**config.mk**
```make
export PLATFORM = sky130hd
export DESIGN_NAME = sb_rd_tracker
export DESIGN_NICKNAME = d
export VERILOG_FILES = /design/src/rtl/sb_rd_tracker.sv
export SDC_FILE = /design/constraint.sdc
export NUM_CORES = 1
export LEC_CHECK = 0
export CAP_MARGIN = 10
export CELL_PAD_IN_SITES_DETAIL_PLACEMENT = 0
export CELL_PAD_IN_SITES_GLOBAL_PLACEMENT = 1
export CORE_MARGIN = 3
export CORE_UTILIZATION = 41
export CTS_BUF_LIST = sky130_fd_sc_hd__clkbuf_4 sky130_fd_sc_hd__clkbuf_8
export CTS_CLUSTER_SIZE = 28
export DETAILED_ROUTE_END_ITERATION = 7
export HOLD_SLACK_MARGIN = 0.05
export PLACE_DENSITY = 0.9
export SYNTH_ARGS = -nofsm -noshare
export SYNTH_HDL_FRONTEND = slang
export SYNTH_SLANG_ARGS = --single-unit
```
**constraint.sdc**
```tcl
create_clock -name clk_i -period 4.9 [get_ports clk_i]
set_input_delay 0.49 -clock clk_i [delete_from_list [all_inputs] [get_ports clk_i]]
set_output_delay 0.49 -clock clk_i [all_outputs]
set_load 0.1 [all_outputs]
```
**src/rtl/sb_rd_tracker.sv**
```systemverilog
// Scoreboard destination-register tracker: a circular buffer of in-flight rd/type/thread
// entries, allocated at issue and retired in order at commit, exported per entry to the RAW checker.

package config_pkg;

    typedef struct packed {
        int unsigned NR_SB_ENTRIES;
        int unsigned TRANS_ID_BITS;
        int unsigned NUM_THREADS_LOG;
    } cva6_cfg_t;

    localparam cva6_cfg_t cva6_cfg_empty = '{
        NR_SB_ENTRIES:   8,
        TRANS_ID_BITS:   3,
        NUM_THREADS_LOG: 1
    };

    localparam int unsigned REG_ADDR_SIZE = 6;

endpackage

module sb_rd_tracker #(
    parameter config_pkg::cva6_cfg_t CVA6Cfg = config_pkg::cva6_cfg_empty
) (
    input  logic                                                         clk_i,
    input  logic                                                         rst_i,
    input  logic                                                         flush_i,

    input  logic                                                         issue_valid_i,
    output logic                                                         issue_ready_o,
    input  logic [config_pkg::REG_ADDR_SIZE-1:0]                         issue_rd_i,
    input  logic                                                         issue_rd_fpr_i,
    input  logic [CVA6Cfg.NUM_THREADS_LOG-1:0]                           issue_thread_id_i,
    output logic [CVA6Cfg.TRANS_ID_BITS-1:0]                             issue_trans_id_o,

    input  logic                                                         commit_valid_i,
    output logic                                                         commit_ready_o,
    output logic [CVA6Cfg.TRANS_ID_BITS-1:0]                             commit_trans_id_o,
    output logic [config_pkg::REG_ADDR_SIZE-1:0]                         commit_rd_o,
    output logic                                                         commit_rd_fpr_o,
    output logic [CVA6Cfg.NUM_THREADS_LOG-1:0]                           commit_thread_id_o,

    output logic [CVA6Cfg.NR_SB_ENTRIES-1:0][config_pkg::REG_ADDR_SIZE-1:0] rd_o,
    output logic [CVA6Cfg.NR_SB_ENTRIES-1:0]                             rd_fpr_o,
    output logic [CVA6Cfg.NR_SB_ENTRIES-1:0][CVA6Cfg.NUM_THREADS_LOG-1:0] thread_ids_o,
    output logic [CVA6Cfg.NR_SB_ENTRIES-1:0]                             still_issued_o,
    output logic [CVA6Cfg.TRANS_ID_BITS-1:0]                             issue_pointer_o,
    output logic [CVA6Cfg.TRANS_ID_BITS:0]                               count_o
);

    localparam int unsigned NR_ENTRIES = CVA6Cfg.NR_SB_ENTRIES;
    localparam int unsigned TID_BITS   = CVA6Cfg.TRANS_ID_BITS;
    localparam int unsigned THR_BITS   = CVA6Cfg.NUM_THREADS_LOG;
    localparam int unsigned RA_BITS    = config_pkg::REG_ADDR_SIZE;

    localparam logic [TID_BITS:0] COUNT_FULL = (TID_BITS+1)'(NR_ENTRIES);

    logic [TID_BITS-1:0]                   issue_ptr_q;
    logic [TID_BITS-1:0]                   commit_ptr_q;
    logic [TID_BITS:0]                     count_q;
    logic [NR_ENTRIES-1:0][RA_BITS-1:0]    rd_q;
    logic [NR_ENTRIES-1:0]                 rd_fpr_q;
    logic [NR_ENTRIES-1:0][THR_BITS-1:0]   thread_id_q;
    logic [NR_ENTRIES-1:0]                 valid_q;

    logic full;
    logic empty;
    logic issue_fire;
    logic commit_fire;

    assign full  = (count_q == COUNT_FULL);
    assign empty = (count_q == '0);

    // Ready does not look at the opposite handshake, so a full buffer cannot
    // accept an issue in the same cycle a commit frees a slot.
    assign issue_ready_o  = !full  && !rst_i;
    assign commit_ready_o = !empty && !rst_i;

    assign issue_fire  = issue_valid_i  && issue_ready_o;
    assign commit_fire = commit_valid_i && commit_ready_o;

    always_ff @(posedge clk_i) begin
        if (rst_i) begin
            issue_ptr_q  <= '0;
            commit_ptr_q <= '0;
            count_q      <= '0;
            valid_q      <= '0;
            rd_q         <= '0;
            rd_fpr_q     <= '0;
            thread_id_q  <= '0;
        end else if (flush_i) begin
            // Entry payloads are kept; only occupancy is discarded.
            issue_ptr_q  <= '0;
            commit_ptr_q <= '0;
            count_q      <= '0;
            valid_q      <= '0;
        end else begin
            if (issue_fire) begin
                rd_q[issue_ptr_q]        <= issue_rd_i;
                rd_fpr_q[issue_ptr_q]    <= issue_rd_fpr_i;
                thread_id_q[issue_ptr_q] <= issue_thread_id_i;
                valid_q[issue_ptr_q]     <= 1'b1;
                issue_ptr_q              <= issue_ptr_q + 1'b1;
            end
            // Issue and commit slots can only coincide when full or empty,
            // and neither fire is possible in the matching case.
            if (commit_fire) begin
                valid_q[commit_ptr_q] <= 1'b0;
                commit_ptr_q          <= commit_ptr_q + 1'b1;
            end
            case ({issue_fire, commit_fire})
                2'b10:   count_q <= count_q + 1'b1;
                2'b01:   count_q <= count_q - 1'b1;
                default: count_q <= count_q;
            endcase
        end
    end

    assign issue_trans_id_o   = issue_ptr_q;
    assign issue_pointer_o    = issue_ptr_q;
    assign commit_trans_id_o  = commit_ptr_q;
    assign commit_rd_o        = rd_q[commit_ptr_q];
    assign commit_rd_fpr_o    = rd_fpr_q[commit_ptr_q];
    assign commit_thread_id_o = thread_id_q[commit_ptr_q];

    assign rd_o           = rd_q;
    assign rd_fpr_o       = rd_fpr_q;
    assign thread_ids_o   = thread_id_q;
    assign still_issued_o = valid_q;
    assign count_o        = count_q;

endmodule

```
* Word level (Yosys, flattened, before mapping)
Index checks and enable logic that the tools add are counted.
** Storage, ports and cells
- Bits in registers :: 82
- Input bits :: 13
** Operators by class
- Add/subtract/negate cells :: 4
- Magnitude comparators :: 4
- Equality and inequality tests :: 3
- Muxes and demuxes :: 20
- Bitwise logic cells :: 4
- Reductions and logical operators :: 13
** Operators by type and width (count)
- $bwmux 48 :: 1
- $mux 8 :: 4
- $bmux 6 s3 :: 1
- $demux 6 s3 :: 1
- $bwmux 8 :: 2
- $mux 6 :: 2
- $and 8x8->8 :: 1
- $lt 3x4->1 const B :: 2
- $not 8->8 :: 1
- $or 8x8->8 :: 1
- $pmux 4 s2 :: 1
- $add 3x1->3 const B :: 2
- $bmux 1 s3 :: 2
- $demux 1 s3 :: 2
- $ge 3x1->1 const B :: 2
- $logic_and 1x1->1 :: 6
- $add 4x1->4 const B :: 1
- $eq 4x4->1 const B :: 1
- $logic_not 4->1 :: 1
- $mux 1 :: 4
- $sub 4x1->4 const B :: 1
- $logic_not 1->1 :: 3
- $eq 2x1->1 const B :: 1
- $eq 2x2->1 const B :: 1
- other kinds (4) :: 4

* Longest topological paths before layout
- Depth after elaboration :: 10
- Mapped depth :: 11
- Depth with buffers taken out :: 10

* Worst setup path before layout
OpenSTA, ideal clock, no wires.
- Path kind :: reg2reg
- Start point :: register count_q[0] (netlist: count_o[0])
- End point :: register count_q[2] (netlist: count_o[2])
- Arrival time :: 3006 ps
- Data required time :: 4829 ps
- Path slack :: 1824 ps
- Cell stages (with the launch flop) :: 11
- Buffers on the path :: 0
- Period minus slack after synthesis :: 3076 ps
- Cells stage by stage :: dfxtp_1 > nor4b_2 > nor3b_2 > inv_1 > ha_1 > xor2_1 > ha_1 > a21oi_1 > xor2_1 > or3_1 > a21oi_1
** On the way
- Longest elaborated chain between the ends :: 6
** RTL lines
- from (decl) :: RTL line 60 : logic [TID_BITS:0] count_q;
- from (signal assigned) :: RTL line 112 : 2'b10: count_q <= count_q + 1'b1;
- from (signal assigned) :: RTL line 113 : 2'b01: count_q <= count_q - 1'b1;
- from (signal assigned) :: RTL line 114 : default: count_q <= count_q;
- $eq 4x4->1 or $logic_not 4->1 (tied branches) :: RTL line 71, 72
- $logic_not 1->1 (on tied branches) :: RTL line 76, 77
- $logic_and 1x1->1 (on tied branches) :: RTL line 76, 77
- $logic_and 1x1->1 (on tied branches) :: RTL line 79, 80
- $eq 2x1->1 or $eq 2x2->1 (tied branches) :: RTL line 111 : case ({issue_fire, commit_fire})
- $pmux 4 s2 or $reduce_bool 2->1 (tied branches)
Several ways; a longest one is shown, not always the timed one.
A chain may end at the register's enable or synchronous reset.

* Worst setup path in the final report
- Start point :: register commit_ptr_q[2] (netlist: commit_trans_id_o[2])
- End point :: output port commit_rd_o[4] (netlist bit)
** On the way
- Longest elaborated chain between the ends :: 2
** RTL lines
- from (decl) :: RTL line 59 : logic [TID_BITS-1:0] commit_ptr_q;
- from (signal assigned) :: RTL line 109 : commit_ptr_q <= commit_ptr_q + 1'b1;
- $bmux 6 s3 :: RTL line 122 : assign commit_rd_o = rd_q[commit_ptr_q];
- $mux 6 (implied by the code) :: RTL line 122
- to (decl) :: RTL line 39 : output logic [config_pkg::REG_ADDR_SIZE-1:0] commit_rd_o,
Every way passes these cells. The select of a mux whose other input is x is not followed.

==> run metrics <==
CTS Buf Count=9; clk_lat worst skew=0.35 ns; clk sinks=82; hold_sp=rd_o[15]; crit path launch type=flop; fin crit period=3.53 ns; crit path to=commit_rd_o[4]; Post-synth EDFFs=0; H-tree Lvls=3; Die H=103 microns; leak pwr=2.07 nW; Ports=108; Die ar.=10600 sq um; Async S/R FF share, synth=0%; CTS tree=yes; Synth Area per Inst=10.4 sq um; # setup viols final=0; Pwr Total=1.30 mW; Initial Util=43.2%; Hold WC Path Type=reg -> reg; Max Buffers Root-to-Sink=2; Starting DRT DRC Count=150; routed len/inst=18.5 microns; most common cell after layout, fill and taps aside=clkdlybuf4s50_1; first-pass GRT wire length=16500 microns; sequential area share after synthesis=42.5%; Data arrival, critical path=3.04 ns; Total Wirelength=10500 microns; Crit Path Class=reg -> out; sw frac=26.6%; Synth Instances=370; RSZ-0062 raised after global routing=no; Cell Area, Synth=3860 sq um; clk slew on worst S/H paths=0.08 ns; Main synth FF type=dfxtp_1; initial antenna violation count=0; Layout Nets=474; maximum VDD drop=0.000159 V; Final Max Slew Viols=0; reg2reg start=count_o[0]; WP data required=4.41 ns; DR pass1 iterations=4; Slew @ Worst Pin=1.10 ns; Worst setup EP type=output port; clock skew=0.0103 ns; Fin. Hold Viols=0; GRT overflow=0; final worst slack=1.37 ns; Comb pwr share=9.7%; DR vias/cell=5.44; Final Wtd Congestion=0.760; Tcrit/Tclk final=72.0%; Worst R2R Path Depth=10; total core area=8930 sq um; root cell of the clock tree=clkbuf_8; DRC=0; Clock Power Share=38.4%; Ant. Diodes=0; vias=3096; Synth warnings=0; ANT nets after route=0; Sequential Power Share=51.8%; DIE WIDTH=103 microns; number of global-route vias before repair=3079; post-synth cell types=41; PostCTS Resize Cnt=0; outcome=completed; reg-to-reg endpoint=count_o[2]; Place WS=1.76 ns; largest net degree at the start of global routing=68; setup TNS=0 ns; Area Growth Syn to Fin=32.4%; pwr dens=255 nW/um^2; maxcap violations=0; overall routing resource usage=20.5%; FP Rows=34; post-synth net total=388; P_sw=0.346 mW; Util after Layout=57.2%; crit path max fanout=21; Int Pwr=0.955 mW; PortBufs=107; R2R Setup Slk=2.17 ns; fmax=283 MHz; HPWL after DPL=6990 microns; flop and latch count out of synthesis=82; layout cells sized above 1=13.2%; highest-count cells in the layout ignoring fill and taps=clkdlybuf4s50_1 (106), dfxtp_1 (82), nor2_1 (61); Setup crit start=commit_trans_id_o[2]; cts hold-fix bufs=0; postcts setup bufs=0; Slew HR=25.6%
-- critical path, cell delays in order, from the launching register on --
cell and delay (ns):
dfxtp_1 1.01, mux4_2 0.42, mux2_2 0.28, clkdlybuf4s50_1 0.98
-- stage by stage --
stage               hold WS, ns  cells  instance area (sq um)
floorplan                 0.778    370                   3860
global placement          0.454    553                   4910
detailed placement        0.469    553                   4910
CTS                       0.480    569                   5110
global route              0.513    569                   5110
finish                    0.479    569                   5110
-- per-layer routing --
layer | routed length, microns | vias to the layer above | track usage (%)
met4 | 89 | 0 | 5.88
li1 | - | 1471 | -
met5 | 0 | - | 0
met1 | 4630 | 1495 | 27.4
met3 | 802 | 8 | 6.83
met2 | 5000 | 122 | 31.7
-- final cells by class --
type	instances	area [sq um]
clock buffers	11	139
clock inverters	5	63.8
fillers	784	3820
inverters	2	7.51
multi-input cells	251	2040
flip-flops and latches	82	1640
well taps	108	135
repair buffers	110	1090
-- state kept, by name (all words and copies together) (netlist names) --
signal	flops
count_o	4
commit_trans_id_o	3
still_issued_o	8
rd_o	48
thread_ids_o	8
issue_pointer_o	3
rd_fpr_o	8
-- power groups by stage --
stage | clock network [mW] | registers (mW) | logic [mW]
3_3_place_gp | 0 | 0.691 | 0.126
4_1_cts | 0.510 | 0.675 | 0.127
3_5_place_dp | 0 | 0.691 | 0.127
6_report | 0.500 | 0.675 | 0.127
2_1_floorplan | 0 | 0.716 | 0.0699
5_1_grt | 0.546 | 0.676 | 0.133
-- cell usage after synthesis (3+ instances only) --
cell type	instances	area share, %
nor2b_1	5	0.81
mux2_2	8	2.3
clkbuf_1	12	1.2
buf_2	14	1.8
dfxtp_1	82	43
nand2_1	32	3.1
a31oi_1	4	0.65
xor2_1	3	0.68
a311oi_1	4	0.91
mux4_2	16	9.3
a211oi_1	4	0.78
nor2_1	61	5.9
mux2i_1	51	13
xnor2_1	4	0.91
nand3_4	4	1.8
ha_1	5	1.6
a21oi_1	22	2.9
buf_4	5	0.97
-- cells by family (layout without fill, tap and decap cells) --
kind of cell	Yosys count	after routing	share of synthesized area, %
DFF	82	82	42.5
buffers and inverters	37	128	4.92
xor gates and xnor gates	7	7	1.59
adders and majority gates	5	5	1.62
muxes	75	75	24.9
AOI/OAI and AO/OA	39	39	6.15
and+or+nand+nor	125	125	18.3
-- worst min path at each step --
stage	end	cells past startpoint
finish	rd_o[15]	2
global route	rd_o[17]	2
CTS	rd_o[5]	2
detailed placement	rd_o[5]	2
global placement	still_issued_o[7]	2
floorplan	rd_fpr_o[0]	3
No activity file was read; power rests on OpenSTA's default activity.
